File: config.mk
export PLATFORM = sky130hd
export DESIGN_NAME = pc_stack_counter
export DESIGN_NICKNAME = d
export VERILOG_FILES = /design/src/rtl/pc_pkg.sv /design/src/rtl/pc_lifo.sv /design/src/rtl/pc_stack_counter.sv
export SDC_FILE = /design/constraint.sdc
export NUM_CORES = 1
export LEC_CHECK = 0
export ABC_CLOCK_PERIOD_IN_PS = 2300
export CORE_UTILIZATION = 45
export CTS_CLUSTER_DIAMETER = 80
export CTS_CLUSTER_SIZE = 12
export DETAILED_ROUTE_END_ITERATION = 7
export PLACE_DENSITY = 0.64
export SLEW_MARGIN = 15
export SYNTH_ARGS = -nofsm -noshare
export SYNTH_HDL_FRONTEND = slang
export SYNTH_SLANG_ARGS = --single-unit
export TNS_END_PERCENT = 50
File: constraint.sdc
create_clock -name clk -period 2.3 [get_ports clk]
set_clock_uncertainty 0.1 [all_clocks]
set_input_delay 0.46 -clock clk [delete_from_list [all_inputs] [get_ports clk]]
set_output_delay 0.46 -clock clk [all_outputs]
set_load 0.1 [all_outputs]
File: src/rtl/pc_pkg.sv
// Shared definitions for the program counter / call-stack block.
//  - OP_* : decoded operation codes, listed from highest to lowest priority.
//  - sp_width(): width of the stack pointer needed to count 0..depth.
package pc_pkg;

  typedef logic [2:0] op_t;

  localparam op_t OP_CLR  = 3'd0;
  localparam op_t OP_RET  = 3'd1;
  localparam op_t OP_CALL = 3'd2;
  localparam op_t OP_LOAD = 3'd3;
  localparam op_t OP_REL  = 3'd4;
  localparam op_t OP_INC  = 3'd5;
  localparam op_t OP_HOLD = 3'd6;

  // The pointer must be able to hold the value depth itself (stack full).
  function automatic int sp_width(input int depth);
    return $clog2(depth + 1);
  endfunction

endpackage

File: src/rtl/pc_lifo.sv
// Return-address stack: DEPTH entries of ADDR_W bits with push/pop.
// Ports:
//  clk, rst_n  clock, asynchronous active-low reset (pointer only)
//  i_push      write i_data at the current pointer and advance it
//  i_pop       retreat the pointer (o_top is the value being popped)
//  i_data      return address to push
//  o_top       entry at sp-1 (valid only when not empty)
//  o_sp        occupancy 0..DEPTH
//  o_full      o_sp == DEPTH
//  o_empty     o_sp == 0
module pc_lifo
  import pc_pkg::*;
#(
  parameter int ADDR_W = 6,
  parameter int DEPTH  = 4
) (
  input  logic                          clk,
  input  logic                          rst_n,
  input  logic                          i_push,
  input  logic                          i_pop,
  input  logic [ADDR_W-1:0]             i_data,
  output logic [ADDR_W-1:0]             o_top,
  output logic [sp_width(DEPTH)-1:0]    o_sp,
  output logic                          o_full,
  output logic                          o_empty
);

  localparam int SP_W  = sp_width(DEPTH);
  localparam int IDX_W = (DEPTH > 1) ? $clog2(DEPTH) : 1;

  logic [ADDR_W-1:0] r_mem [DEPTH];
  logic [SP_W-1:0]   r_sp;
  logic [IDX_W-1:0]  w_wr_idx;
  logic [IDX_W-1:0]  w_rd_idx;
  logic              w_do_push;
  logic              w_do_pop;

  // The pointer never exceeds DEPTH-1 when used as a write index, and
  // the read index is only meaningful when the stack is not empty.
  assign w_wr_idx  = IDX_W'(r_sp);
  assign w_rd_idx  = IDX_W'(r_sp - SP_W'(1));

  assign o_full    = (r_sp == SP_W'(DEPTH));
  assign o_empty   = (r_sp == '0);
  assign o_sp      = r_sp;
  assign o_top     = r_mem[w_rd_idx];

  // Guard locally as well so the stack can never be corrupted.
  assign w_do_push = i_push && !o_full;
  assign w_do_pop  = i_pop && !i_push && !o_empty;

  always_ff @(posedge clk or negedge rst_n) begin
    if (!rst_n) begin
      r_sp <= '0;
    end else if (w_do_push) begin
      r_sp <= r_sp + SP_W'(1);
    end else if (w_do_pop) begin
      r_sp <= r_sp - SP_W'(1);
    end
  end

  // Stack contents are don't-care after reset, so the array has no reset.
  always_ff @(posedge clk) begin
    if (w_do_push) begin
      r_mem[w_wr_idx] <= i_data;
    end
  end

endmodule

File: src/rtl/pc_stack_counter.sv
// Program counter with integrated hardware call/return stack.
// Ports:
//  clk, rst_n   clock, asynchronous active-low reset
//  ce           clock enable; when low every register holds
//  clear_pc     PC <= RESET_VEC
//  ret_pc       pop return address into PC
//  call_pc      push PC+1, PC <= adr_in
//  load_pc      PC <= adr_in
//  rel_pc       PC <= PC + signed(adr_in)
//  enable_pc    PC <= PC + 1
//  adr_in       target address or signed offset
//  adr_out      current PC (registered)
//  sp_out       stack occupancy
//  stk_empty    stack empty
//  stk_full     stack full
//  stk_ovf      sticky: call while full
//  stk_unf      sticky: return while empty
// Operations are one per cycle with priority
// clear > ret > call > load > rel > inc > hold.
module pc_stack_counter
  import pc_pkg::*;
#(
  parameter int                 ADDR_W    = 6,
  parameter int                 DEPTH     = 4,
  parameter logic [ADDR_W-1:0]  RESET_VEC = '0
) (
  input  logic                        clk,
  input  logic                        rst_n,
  input  logic                        ce,
  input  logic                        clear_pc,
  input  logic                        ret_pc,
  input  logic                        call_pc,
  input  logic                        load_pc,
  input  logic                        rel_pc,
  input  logic                        enable_pc,
  input  logic [ADDR_W-1:0]           adr_in,
  output logic [ADDR_W-1:0]           adr_out,
  output logic [sp_width(DEPTH)-1:0]  sp_out,
  output logic                        stk_empty,
  output logic                        stk_full,
  output logic                        stk_ovf,
  output logic                        stk_unf
);

  logic [ADDR_W-1:0] r_pc;
  logic              r_ovf;
  logic              r_unf;

  op_t               w_op;
  logic [ADDR_W-1:0] w_pc_nxt;
  logic [ADDR_W-1:0] w_pc_inc;
  logic [ADDR_W-1:0] w_top;
  logic              w_full;
  logic              w_empty;
  logic              w_push;
  logic              w_pop;

  // Priority decode of the operation strobes.
  always_comb begin
    w_op = OP_HOLD;
    if (clear_pc)       w_op = OP_CLR;
    else if (ret_pc)    w_op = OP_RET;
    else if (call_pc)   w_op = OP_CALL;
    else if (load_pc)   w_op = OP_LOAD;
    else if (rel_pc)    w_op = OP_REL;
    else if (enable_pc) w_op = OP_INC;
  end

  assign w_pc_inc = r_pc + ADDR_W'(1);

  // Calls/returns that would over/underflow leave PC and stack untouched.
  assign w_push = ce && (w_op == OP_CALL) && !w_full;
  assign w_pop  = ce && (w_op == OP_RET)  && !w_empty;

  always_comb begin
    w_pc_nxt = r_pc;
    case (w_op)
      OP_CLR:  w_pc_nxt = RESET_VEC;
      OP_RET:  w_pc_nxt = w_empty ? r_pc : w_top;
      OP_CALL: w_pc_nxt = w_full ? r_pc : adr_in;
      OP_LOAD: w_pc_nxt = adr_in;
      // Two's-complement add of the offset; wraps silently at ADDR_W bits.
      OP_REL:  w_pc_nxt = r_pc + adr_in;
      OP_INC:  w_pc_nxt = w_pc_inc;
      default: w_pc_nxt = r_pc;
    endcase
  end

  always_ff @(posedge clk or negedge rst_n) begin
    if (!rst_n) begin
      r_pc  <= RESET_VEC;
      r_ovf <= 1'b0;
      r_unf <= 1'b0;
    end else if (ce) begin
      r_pc <= w_pc_nxt;
      if ((w_op == OP_CALL) && w_full)  r_ovf <= 1'b1;
      if ((w_op == OP_RET)  && w_empty) r_unf <= 1'b1;
    end
  end

  pc_lifo #(
    .ADDR_W (ADDR_W),
    .DEPTH  (DEPTH)
  ) u_lifo (
    .clk     (clk),
    .rst_n   (rst_n),
    .i_push  (w_push),
    .i_pop   (w_pop),
    .i_data  (w_pc_inc),
    .o_top   (w_top),
    .o_sp    (sp_out),
    .o_full  (w_full),
    .o_empty (w_empty)
  );

  assign adr_out   = r_pc;
  assign stk_full  = w_full;
  assign stk_empty = w_empty;
  assign stk_ovf   = r_ovf;
  assign stk_unf   = r_unf;

endmodule

==> summary.md <==
| Metric | Value |
|---|---|
| Status | `finished, final reports clean` |
| Top_reg_cell synth | `edfxtp_1` |
| Final setup viols | `0` |
| Layout cells sized above 1 | `25.9%` |
| Final net count | `215` |
| WP buf/inv | `3` |
| F_max | `456 MHz` |
| CTS clk-pin slew, worst paths | `0.08 ns` |
| Yosys top cell by area | `edfxtp_1` |
| Hold Vio Cnt, Final | `0` |
| Max_cap viols | `0` |
| Number of global-route vias before repair | `1283` |
| CTS root buffer | `clkbuf_8` |
| CP Capture Type | `register` |
| Initial antenna violation count | `0` |
| Synth Area in Adders | `8.28%` |
| I/O pin cnt | `28` |
| Top-count cell post-synth | `edfxtp_1` |
| Peak supply drop | `773 uV` |
| Cell family with most CP delay | `buffers and inverters` |
| Net Sw Power | `0.00134 W` |
| Leakage | `0.984 nW` |
| Sequential area share after synthesis | `52.3%` |
| CP arrival | `2.27 ns` |
| Post-route worst setup slack | `0.108 ns` |
| Post-Syn Instances | `148` |
| Cell mode on critical path | `inv_1` |
| Total gr overflow | `0` |
| CTS H-tree lvls | `2` |
| Diode count | `0` |
| Die ar. | `4500 um^2` |
| Core region area | `4030 um^2` |
| Top cells by count, synth | `edfxtp_1 (24), nand2_1 (12), dfrtp_1 (11), ha_1 (11), inv_1 (11)` |
| Post-Syn Area per Cell | `12.9 um^2` |
| DR iter-0 viols | `83` |
| TritonCTS Buffers | `5` |
| Vias per inst | `5.38` |
| Combinational share of power | `51.2%` |
| Minimum clock period | `2.19 ns` |
| Final hold slack | `0.380 ns` |
| Detailed Place HPWL | `2.98 mm` |
| Compound-cell area share of the yosys netlist | `9.79%` |
| DRC | `0` |
| Int Pwr | `0.00153 W` |
| IO Port Bufs | `27` |
| Routed wire length | `3.93 mm` |
| Worst-margin pin slew | `0.554 ns` |
| Clock latency on the worst-skew pair | `0.29 ns` |
| Crit-path max cell delay | `0.49 ns` |
| Slew Limit Fails | `0` |
| Hold crit path type | `register to register` |
| Mux contribution to synthesized area | `10.4%` |
| Switching share of power | `46.7%` |
| Post-synthesis xor/xnor area fraction | `5.06%` |
| Relative slew slack | `63.0%` |
| # rows | `23` |
| RSZ-0062 raised after global routing | `no` |
| Largest family of logic cells by synthesized area | `simple AND/OR/NAND/NOR gates` |
| Post-synth EDFFs | `24` |
| CP cell instances | `clkdlybuf4s50_1 -> ha_2 -> inv_1 -> fa_1 -> inv_1 -> a21o_1 -> a21oi_1 -> xnor2_1 -> a221oi_1 -> o2bb2ai_1` |
| Pwr/cell area | `1190 nW/um^2` |
| Async SR Flop Fraction | `31.4%` |
| CP Class | `input port to register` |
| Mean routed wirelength per cell | `16.5 um` |
| Slowest cell on crit path | `clkdlybuf4s50_1` |
| CTS tree | `done` |
| First drt pass iteration count | `4` |
| Largest net degree at the start of global routing | `14` |
| Ys Warns | `0` |
| Total GRT Usage | `20.2%` |
| Yosys reg bits | `35` |
| Sequential power share | `32.8%` |
| Synth cell types | `40` |
| Routed vias | `1285` |
| Req. time, crit path | `2.38 ns` |
| Clock tree buffer depth | `2` |
| Starting density of the core | `47.3%` |
| Clock group share of total power | `15.9%` |
| Die Y | `67.1 um` |
| Mapped Area | `1900 um^2` |
| Pre-CTS WS | `-0.223 ns` |
| Synthesized Nets | `175` |
| Fin crit share | `95.3%` |
| CTS sink count | `35` |
| Syn-to-layout area delta | `27.0%` |
| Largest fanout on the critical path | `2` |
| Post-route ant nets | `0` |
| First-pass GRT wire length | `6.34 mm` |
| Die Wd | `67.1 um` |
| Post-synth top area share | `37.8%` |
| Setup bufs post-CTS | `0` |
| CP startpoint kind | `input port` |
| Most area-consuming cells after synthesis | `edfxtp_1 (38%), dfrtp_1 (14%), ha_1 (7.2%)` |
| Final Wtd Congestion | `0.849` |
| Synth Area in Simple Gates | `11.0%` |
[layout by cell type (no fill, tap or decap), drive strengths merged, types with 6 or more instances in the layout]
cell           count
clkdlybuf4s50     14
dfrtp             11
xnor2              6
mux4               6
edfxtp            24
buf               22
inv               11
nand2             13
ha                11
nor2               7
[power by group through the flow]
stage	combinational, W	clock, W	sequential, W
2_1_floorplan	0.000662	0	0.00140
3_3_place_gp	0.00145	0	0.000952
3_5_place_dp	0.00148	0	0.000960
4_1_cts	0.00148	0.000470	0.000945
5_1_grt	0.00155	0.000493	0.000964
6_report	0.00147	0.000457	0.000942
[per-stage QoR]
stage | setup TNS, ns | power [W] | instances | cell area [um^2] | util [%]
after floorplan | -3.22 | 0.00206 | 148 | 1950 | -
after global placement | -0.377 | 0.00240 | 231 | 2320 | 57.7
after detailed placement | -0.468 | 0.00244 | 231 | 2320 | 57.7
after CTS | 0 | 0.00290 | 239 | 2420 | 60.0
after global routing | 0 | 0.00301 | 239 | 2420 | 60.0
final | 0 | 0.00287 | 239 | 2420 | 60.0
[logic make-up after synthesis]
kind of cell,count (synthesis)
DFF,35
adders and majority gates,12
xor gates and xnor gates,11
muxes,11
buffers and inverters,14
and+or+nand+nor,40
AOI/OAI and AO/OA,25
[registers in the layout, indices dropped and copies added (netlist names)]
register      flops
adr_out           6
stk_ovf           1
stk_unf           1
u_lifo.o_sp       3
u_lifo.r_mem     24
[layer usage]
metal  share of wire (%)  global-route usage, %  routed length, um
met1                  49                   27.4               1910
met2                  45                   30.9               1780
met3                 4.6                   4.62                179
met4                 1.5                   7.98                 59
met5                   0                      0                  0
[what timing repair did]
item                                    CTS  global route
endpoints found under the setup margin    0             1
gates resized for setup                   0             1
hold buffers                              0             0
[worst paths after layout]
kind | slack [ns] | startpoint | endpoint | cells after the start
setup / recovery | 0.11 | adr_in[0] | adr_out[4] | 10
hold / removal | 0.38 | stk_unf | stk_unf | 1
max in group asynchronous | 1.27 | rst_n | u_lifo.o_sp[0] | 1
setup reg to reg | 0.31 | u_lifo.o_sp[0] | adr_out[4] | 6
hold reg to reg | 0.38 | stk_unf | stk_unf | 1
min in group asynchronous | 0.42 | rst_n | adr_out[3] | 1
[final cells by class]
class / count / area [um^2]
fill: 341 / 1610
sequential: 35 / 1000
multi-input combinational: 99 / 881
clock inverter: 3 / 23.8
tap: 50 / 62.6
clock buffer: 5 / 68.8
inverter: 11 / 47.5
timing repair buffer: 36 / 330
Power figures use the tool's default switching activity.
